$ cat src/rtl/ixc_sample_sched_if.sv
// Handshake bundle between the sample requesters/host and the latch-bank scheduler.
// The ovr signal exists only when IXC_SAMPLE_OVR_EN is defined.
interface ixc_sample_sched_if #(
  parameter int NUM_REQ = 4,
  parameter int CNT_W   = 16
);
  localparam int ID_W = (NUM_REQ > 1) ? $clog2(NUM_REQ) : 1;

  // Handshake: a requester holds its req bit (level) until it sees its one-cycle
  // ack bit; ack always pulses for a started sample, even if req has been dropped.
  logic [NUM_REQ-1:0] req;
  logic               stall;
  logic               cnt_clr;
`ifdef IXC_SAMPLE_OVR_EN
  logic               ovr;
`endif
  logic [NUM_REQ-1:0] ack;
  logic [ID_W-1:0]    grant_id;
  logic               sample_g;
  logic               busy;
  logic [CNT_W-1:0]   sample_cnt;
  logic [1:0]         state;

`ifdef IXC_SAMPLE_OVR_EN
  modport master (output req, stall, cnt_clr, ovr,
                  input  ack, grant_id, sample_g, busy, sample_cnt, state);
  modport slave  (input  req, stall, cnt_clr, ovr,
                  output ack, grant_id, sample_g, busy, sample_cnt, state);
`else
  modport master (output req, stall, cnt_clr,
                  input  ack, grant_id, sample_g, busy, sample_cnt, state);
  modport slave  (input  req, stall, cnt_clr,
                  output ack, grant_id, sample_g, busy, sample_cnt, state);
`endif
endinterface

$ cat src/rtl/ixc_sample_sched.sv
// Round-robin scheduler for the sampling latch bank: grants one requester, holds the
// latch gate for SETTLE_CYC cycles, then acks. Optional override: IXC_SAMPLE_OVR_EN.
module ixc_sample_sched #(
  parameter int NUM_REQ    = 4,
  parameter int SETTLE_CYC = 2,
  parameter int CNT_W      = 16
) (
  input  logic              clk,
  input  logic              rst,
  ixc_sample_sched_if.slave bus
);
  localparam int ID_W = $clog2(NUM_REQ);

  typedef enum logic [1:0] {IDLE = 2'd0, OPEN = 2'd1, CLOSE = 2'd2} state_t;

  state_t               state_q, state_d;
  logic [3:0]           settle_q, settle_d;
  logic [ID_W-1:0]      ptr_q, ptr_d;
  logic [ID_W-1:0]      id_q, id_d;
  logic [ID_W-1:0]      winner;
  logic                 found;
  logic                 grant_ok;
  logic [2*NUM_REQ-1:0] req_dbl;
  logic [NUM_REQ-1:0]   req_rot;
  logic [NUM_REQ-1:0]   ack_q, ack_d;
  logic                 gate_q, gate_d;
  logic                 busy_q, busy_d;
  logic [CNT_W-1:0]     cnt_q, cnt_d;

`ifdef IXC_SAMPLE_OVR_EN
  logic ovr_q;

  always_ff @(posedge clk or posedge rst) begin
    if (rst) ovr_q <= 1'b0;
    else     ovr_q <= bus.ovr;
  end

  assign grant_ok     = !bus.stall && !bus.ovr;
  assign bus.sample_g = gate_q | ovr_q;
  assign bus.busy     = busy_q | ovr_q;
`else
  assign grant_ok     = !bus.stall;
  assign bus.sample_g = gate_q;
  assign bus.busy     = busy_q;
`endif

  assign bus.ack        = ack_q;
  assign bus.grant_id   = id_q;
  assign bus.sample_cnt = cnt_q;
  assign bus.state      = state_q;

  // Rotate requests so bit 0 is the requester at the rr pointer; first set bit wins.
  assign req_dbl = {bus.req, bus.req} >> ptr_q;
  assign req_rot = req_dbl[NUM_REQ-1:0];

  always_comb begin
    int sum;
    found  = 1'b0;
    winner = '0;
    sum    = 0;
    for (int i = 0; i < NUM_REQ; i++) begin
      if (!found && req_rot[i]) begin
        found = 1'b1;
        sum   = int'(ptr_q) + i;
        if (sum >= NUM_REQ) sum = sum - NUM_REQ;
        winner = ID_W'(sum);
      end
    end
  end

  always_ff @(posedge clk or posedge rst) begin
    if (rst) begin
      state_q  <= IDLE;
      settle_q <= '0;
      ptr_q    <= '0;
      id_q     <= '0;
    end else begin
      state_q  <= state_d;
      settle_q <= settle_d;
      ptr_q    <= ptr_d;
      id_q     <= id_d;
    end
  end

  always_comb begin
    state_d  = state_q;
    settle_d = settle_q;
    ptr_d    = ptr_q;
    id_d     = id_q;
    case (state_q)
      IDLE: begin
        if (found && grant_ok) begin
          state_d  = OPEN;
          id_d     = winner;
          ptr_d    = (winner == ID_W'(NUM_REQ - 1)) ? '0 : winner + 1'b1;
          settle_d = 4'(SETTLE_CYC - 1);
        end
      end
      OPEN: begin
        if (settle_q == 4'd0) state_d = CLOSE;
        else                  settle_d = settle_q - 4'd1;
      end
      CLOSE:   state_d = IDLE;
      default: state_d = IDLE;
    endcase
  end

  // Outputs are computed from the next state so every output pin comes from a flop.
  always_comb begin
    gate_d = (state_d == OPEN);
    busy_d = (state_d != IDLE);
    ack_d  = '0;
    if (state_d == CLOSE) ack_d[id_d] = 1'b1;
    cnt_d = cnt_q;
    if (bus.cnt_clr)                             cnt_d = '0;
    else if (state_q == CLOSE && cnt_q != '1)    cnt_d = cnt_q + 1'b1;
  end

  always_ff @(posedge clk or posedge rst) begin
    if (rst) begin
      gate_q <= 1'b0;
      busy_q <= 1'b0;
      ack_q  <= '0;
      cnt_q  <= '0;
    end else begin
      gate_q <= gate_d;
      busy_q <= busy_d;
      ack_q  <= ack_d;
      cnt_q  <= cnt_d;
    end
  end
endmodule

$ cat src/flat_wrapper.sv
// flat-port wrapper written by rule: the top's interface ports become plain ports
module ixc_sample_sched_flat 
#(
  parameter int NUM_REQ    = 4,
  parameter int SETTLE_CYC = 2,
  parameter int CNT_W      = 16
)
  (clk, rst, bus_req, bus_stall, bus_cnt_clr, bus_ack, bus_grant_id, bus_sample_g, bus_busy, bus_sample_cnt, bus_state);
  ixc_sample_sched_if #(.NUM_REQ(NUM_REQ), .CNT_W(CNT_W)) bus_i ();
  input  logic clk;
  input  logic rst;
  input wire logic [$bits(bus_i.req)-1:0] bus_req;
  input wire logic [$bits(bus_i.stall)-1:0] bus_stall;
  input wire logic [$bits(bus_i.cnt_clr)-1:0] bus_cnt_clr;
  output wire logic [$bits(bus_i.ack)-1:0] bus_ack;
  output wire logic [$bits(bus_i.grant_id)-1:0] bus_grant_id;
  output wire logic [$bits(bus_i.sample_g)-1:0] bus_sample_g;
  output wire logic [$bits(bus_i.busy)-1:0] bus_busy;
  output wire logic [$bits(bus_i.sample_cnt)-1:0] bus_sample_cnt;
  output wire logic [$bits(bus_i.state)-1:0] bus_state;
  assign bus_i.req = bus_req;
  assign bus_i.stall = bus_stall;
  assign bus_i.cnt_clr = bus_cnt_clr;
  assign bus_ack = bus_i.ack;
  assign bus_grant_id = bus_i.grant_id;
  assign bus_sample_g = bus_i.sample_g;
  assign bus_busy = bus_i.busy;
  assign bus_sample_cnt = bus_i.sample_cnt;
  assign bus_state = bus_i.state;
  ixc_sample_sched #(.NUM_REQ(NUM_REQ), .SETTLE_CYC(SETTLE_CYC), .CNT_W(CNT_W)) u_core (.clk(clk), .rst(rst), .bus(bus_i));
endmodule
$ cat config.mk
export PLATFORM = sky130hd
export DESIGN_NAME = ixc_sample_sched_flat
export DESIGN_NICKNAME = d
export VERILOG_FILES = /design/src/rtl/ixc_sample_sched_if.sv /design/src/rtl/ixc_sample_sched.sv /design/src/flat_wrapper.sv
export SDC_FILE = /design/constraint.sdc
export NUM_CORES = 1
export LEC_CHECK = 0
export BUFFER_PORTS_ARGS = -buffer_cell sky130_fd_sc_hd__buf_2
export CAP_MARGIN = 20
export CORE_AREA = 2 2 53 65
export DETAILED_ROUTE_END_ITERATION = 8
export DIE_AREA = 0 0 55 67
export PLACE_DENSITY_LB_ADDON = 0.1
export RECOVER_POWER = 25
export SLEW_MARGIN = 20
export SYNTH_ARGS = -nofsm -noshare
export SYNTH_HDL_FRONTEND = slang
export SYNTH_SLANG_ARGS = --single-unit
$ cat constraint.sdc
create_clock -name clk -period 2.5 [get_ports clk]
set_input_delay 0.625 -clock clk [delete_from_list [all_inputs] [get_ports clk]]
set_output_delay 0.625 -clock clk [all_outputs]
set_load 0.05 [all_outputs]
Word-level counts from Yosys, hierarchy flattened --
Index checks and enable logic that the tools add are counted.
Operators by class: add/sub/neg operators 10, div/mod/pow operators 0, multiply operators 0, reductions and logical operators 17, order comparisons 6, shifts and indexed selects 1, mux-type cells 26, bitwise logic cells 0, eq/ne operators 8
Operators with widths (count):
- two-way mux 16 bit | 2
- two-way mux 2 bit | 13
- adder 16 x 1 -> 16 bit, second input constant | 1
- != test 16 bit, second input constant | 1
- two-way mux 4 bit | 3
- greater-or-equal comparator 3 bit, second input constant | 3
- one-hot mux 4 bit (2 select lines) | 1
- >> shifter 8 x 2 -> 4 bit | 1
- subtractor 2 x 1 -> 2 bit, second input constant | 4
- adder 2 x 2 -> 3 bit, second input constant | 2
- == test 2 bit, second input constant | 3
- logical AND 1 bit | 6
- nonzero test 2 bit | 3
- two-way mux 1 bit | 5
- == test 2 x 1 -> 1 bit, second input constant | 2
- zero test 1 bit | 4
- zero test 4 bit | 1
- one-hot mux 2 bit (2 select lines) | 1
- subtractor 4 x 1 -> 4 bit, second input constant | 1
- adder 2 x 1 -> 3 bit, second input constant | 1
- greater-or-equal comparator 2 x 3 -> 1 bit, second input constant | 1
- < comparator 2 x 3 -> 1 bit, second input constant | 1
- AND reduction 3 bit | 1
- adder 2 x 1 -> 2 bit, second input constant | 1
- other kinds (6) | 6
Word-level totals: output and inout port bits 26, memories kept 0, RAM bits 0, ROM bits 0, bits in latches 0, word-level logic and storage cells 76, register bits 32, input bits 8

Longest topological paths before layout --
depth in word-level cells 19, gate-level depth with buffers 9, gate-level depth less buffers 9

Worst setup path after synthesis --
OpenSTA, ideal clock, no wires.
kind register to register, start register u_core.cnt_q[2], in the netlist u_core.bus.sample_cnt[2], end register u_core.cnt_q[14], in the netlist u_core.bus.sample_cnt[14], data arrival time 1.947 ns, stages on the path, launching flop included 6, data required time 2.404 ns, setup time 0.096 ns, period minus slack after synthesis 2.042 ns, path buffers 0, path slack 0.458 ns, path through dfrtp_1 > nand2_1 > or3_4 > nor3_4 > a31oi_1 > a311oi_2
On the way: cells in the longest elaborated chain, start to end 3, elaborated cells between the ends (all ways) 6, classes of those cells 1 x add/sub; 1 x eq/ne; 2 x mux; 2 x reduce/logical
RTL lines:
- start, declared | RTL line ixc_sample_sched.sv:28 | logic [CNT_W-1:0] cnt_q, cnt_d;
- start signal, assigned | RTL line ixc_sample_sched.sv:129 | cnt_q <= cnt_d;
- adder 16 x 1 -> 16 bit / != test 16 bit (equally long branches) | RTL line ixc_sample_sched.sv:116 | else if (state_q == CLOSE && cnt_q != '1) cnt_d = cnt_q + 1'b1;
- two-way mux 16 bit / logical AND 1 bit (equally long branches) | RTL line ixc_sample_sched.sv:116
- two-way mux 16 bit / nonzero test 2 bit (equally long branches)
Several ways; a longest one is shown, not always the timed one. The select of a mux whose other input is x is not followed. A chain may end at the register's enable or synchronous reset.

Final worst setup path --
start register u_core.cnt_q[0], in the netlist u_core.bus.sample_cnt[0], end register u_core.cnt_q[5], in the netlist u_core.bus.sample_cnt[5]
Same word-level chain as after synthesis.

==> results <==
- The run finished with clean final reports.
- Yosys printed 0 warnings.
- For this run, the register share of the synthesized area comes to 47.27%.
- The required time at the endpoint of the critical path is 2.71 ns.
- The number of gates given a new drive strength after cts is 0.
- The cell at the root of the clock tree is clkbuf_4.
- The worst path in the final design needs a cycle of 1.940 ns, including I/O delays and setup.
- For this block, the routed nets add up to 3546 um of wire.
- The deepest clock path buffer count is 2.
- The pin count of the biggest net entering global routing is 33.
- The core region is 3028 um2.
- The number of nets at the end of the flow is 225.
- After synthesis, the mean cell area works out to 9.681 um2.
- The most used flip-flop cell after synthesis is dfrtp_1.
- The via density per instance is 5.817.
- Data on the critical path arrives at its endpoint at 2.15 ns.
- The fraction of final layout cells sized beyond drive strength 1 is 23.72%.
- The max-slew violation count is 0.
- The number of global-route vias before repair is 1394.
- The post-synthesis simple-gate area fraction is 27.99%.
- The commonest cells after synthesis are dfrtp_1, nor2_1, a21oi_1.
- The buffer count from post-CTS setup fixing is 0.
- The area enclosed by the die boundary is 3685 um2.
- In this run switching power makes up 42.96% of total power.
- The fraction of registers with async set/reset is 100.0%.
- TritonCTS built the clock tree.
- By area the synthesized netlist is led by dfrtp_1, nor2_1, xnor2_1, a21oi_1, nor3_1.
- The critical path start-end classification is register to register.
- The global route total overflow is 0.
- In this run the remaining antenna-violating nets after routing total 0.
- The xor and xnor fraction of the mapped netlist area is 5.687%.
- The final cycle utilization of the critical path is 77.60%.
- The achievable frequency is 515.5 MHz.
- In this run the power spent charging and discharging nets is 737.4 uW.
- The number of clock sinks seen by CTS is 32.
- Measured against its own limit, the worst slew margin works out to 61.00%.
- In this run the number of H-tree levels came out at 2.
- Setup repair after global routing left no endpoint under its margin.
- In this run the static leakage power is 0.0009354 uW.
- The largest family of logic cells by synthesized area is simple AND/OR/NAND/NOR gates.
- Sequential cells account for 42.3% of the total power.
- The first TritonRoute pass finished after 4 iterations.
- Counting every instance in the synthesized netlist gives 175.
- In this run the worst path has a maximum fanout of 7.
- The number of ports placed on the die boundary is 34.
- For this design, the slowest cell found on the critical path is a2111oi_0.
- Among cell families on the critical path, the largest total delay comes from compound AO/OA/AOI/OAI gates.
- The number of nets in the synthesized netlist is 186.
- At the placement stage, the worst setup path has a slack of 0.5448 ns.
- Summing every instance area after synthesis gives 1694 um2.
- The number of distinct library cells after synthesis is 43.
- The cell type with the highest aggregate area in the netlist is dfrtp_1.
- The number of violations of the max-capacitance limit is 0.
- STA classifies the critical path endpoint as a register.
- The classification of the worst-slack hold path is primary input to asynchronous set/reset pin.
- The first global-routing pass estimated 5796 um of wire.
- After synthesis, the largest area contributor takes up 47.27% of total cell area.
- In the final routed layout, each cell accounts on average for 14.13 um.
- Routability-driven placement finished with a final weighted congestion of 0.8867.
- The sum of negative setup slack is 0 ns.
- The largest clock skew in the final design is 0.008978 ns.
- Setup violations remaining at the end of the flow were counted as 0.
- The proportion of power drawn by combinational gates is 40.0%.
- The cell that appears most often on the critical path is nor2_1.
- The clock network latency to the later pin of the worst-skew pair is 0.33 ns.
- The signal on the critical path passes through ha_1 -> nand3_1 -> nor2_1 -> a2111oi_0 -> xnor2_1 -> nor2_1.
- The count of flip-flops with a built-in enable after synthesis is 0.
- The compound-cell area share of the yosys netlist is 12.26%.
- The post-synthesis share of cell area spent on full adders, half adders and majority gates is 2.216%.
- The clock share of power is 17.7%.
- The final-report hold violation count is 0.
- The highest ir drop seen on vdd is 655.2 uV.
- The number of buffer and inverter stages on the critical path is 0.
- The antenna diode instance count is 0.
- The largest single stage delay on the critical path is 0.58 ns.
- The slew at the pin closest to its max-slew limit is 0.5703 ns.
- The worst reg-to-reg setup slack is 0.56 ns.
- Internal power comes to 979.2 uW.
- After detailed routing, the number of remaining DRC violations is 0.
- For this run, the total global-route usage over all layers was measured as 22.19%.
- The final setup slack of the worst path is 0.5600 ns.
- The proportion of synthesized area in mux cells is 1.182%.
- The initial utilization of the core area, before any placement, comes to 55.95%.
- The half-perimeter wire length of the detailed placement result is 2609 um.
- The width of the chip is 55 um.
- In this run, post-CTS hold repair placed 0 buffers.
- The number of port buffers is 33.
- The total via count after detailed routing is 1460.
- The synthesis-to-layout area growth is 15.58%.
- The floorplan has 22 rows.
- The die outline height is 67 um.
- The clock transition at the register clock pins on the worst setup and hold paths after CTS is 0.10 ns.
- The number of clock buffers added by TritonCTS is 5.
- The kind of launch point of the worst setup path is a register.
- The register bit total from synthesis is 32.
- After the first detailed-routing iteration, the DRC count stood at 35.
- The leading cell type by number of instances after synthesis is dfrtp_1.
- The number of antenna violations at the first check in global routing was 0.
- The power per cell area is 876.6 nW/um2.
==> through the flow <==
step,area [um2],total power [uW],utilization [%],hold WS (ns),instances
after floorplan,1694,1251,-,0.4543,175
after CTS,1958,1728,64.67,0.3568,251
after detailed placement,1899,1413,62.73,0.4909,243
after global placement,1899,1397,62.73,0.4821,243
final,1958,1717,64.67,0.3598,251
after global routing,1958,1830,64.67,0.4006,251
==> per-layer routing <==
layer | track usage (%) | share of wire [%]
met5 | 0 | 0
met4 | 10.06 | 1.5
met3 | 6.054 | 4.3
met2 | 40.48 | 54
met1 | 22.32 | 40
==> state kept, by name, summed over array words and instances, names as in the netlist <==
register and flops:
u_core.bus.busy 1, u_core.bus.sample_cnt 16, u_core.bus.state 2, u_core.settle_q 4, u_core.bus.sample_g 1, u_core.ptr_q 2
u_core.bus.ack 4, u_core.bus.grant_id 2
==> area by class of cell <==
class,instances,area [um2]
clock buffer,8,58.81
fill,255,1070
inverter,10,37.54
multi-input combinational,130,835.8
sequential,32,800.8
tap,36,45.04
timing repair buffer,35,180.2
==> worst reg2reg max path, stage by stage, from the launching register on <==
cell and delay [ns]:
dfrtp_1 0.46, ha_1 0.26, nand3_1 0.14, nor2_1 0.16, a2111oi_0 0.58, xnor2_1 0.19, nor2_1 0.05
==> path summary, 6_finish.rpt <==
| path | from | endpoint | depth (start not counted) |
|---|---|---|---|
| setup / recovery | u_core.bus.sample_cnt[0] | u_core.bus.sample_cnt[5] | 6 |
| hold / removal | rst | u_core.bus.sample_cnt[13] | 3 |
| setup reg to reg | u_core.bus.sample_cnt[0] | u_core.bus.sample_cnt[5] | 6 |
| hold reg to reg | u_core.settle_q[0] | u_core.settle_q[0] | 1 |
| max in group asynchronous | rst | u_core.bus.sample_cnt[9] | 3 |
| min in group clk | u_core.settle_q[0] | u_core.settle_q[0] | 1 |
==> power groups by stage <==
stage / logic [uW] / registers (uW) / clock network (uW)
after floorplan: 339 / 912 / 0
after global placement: 670 / 727 / 0
after detailed placement: 681 / 732 / 0
after CTS: 684 / 725 / 319
after global routing: 744 / 741 / 345
final: 686 / 726 / 304
==> cell usage in the layout, fill, tap and decap left out, drive strengths merged, types with 3 or more instances in the layout <==
master,Yosys,final
xnor2,9,9
nand3,7,7
buf,2,35
a21oi,13,13
nor3,11,11
clkbuf,1,8
ha,3,3
dfrtp,32,32
nand2b,5,5
nor4,6,6
inv,10,10
a211oi,3,3
nand2,10,10
nor2,27,27
==> cell families (layout without fill, tap and decap cells) <==
family | after synthesis | after routing
buffers and inverters | 13 | 53
adders and majority gates | 3 | 3
AOI/OAI and AO/OA | 31 | 31
DFF | 32 | 32
xor gates and xnor gates | 11 | 11
muxes | 2 | 2
and+or+nand+nor | 83 | 83
No activity file was read; power rests on OpenSTA's default activity.
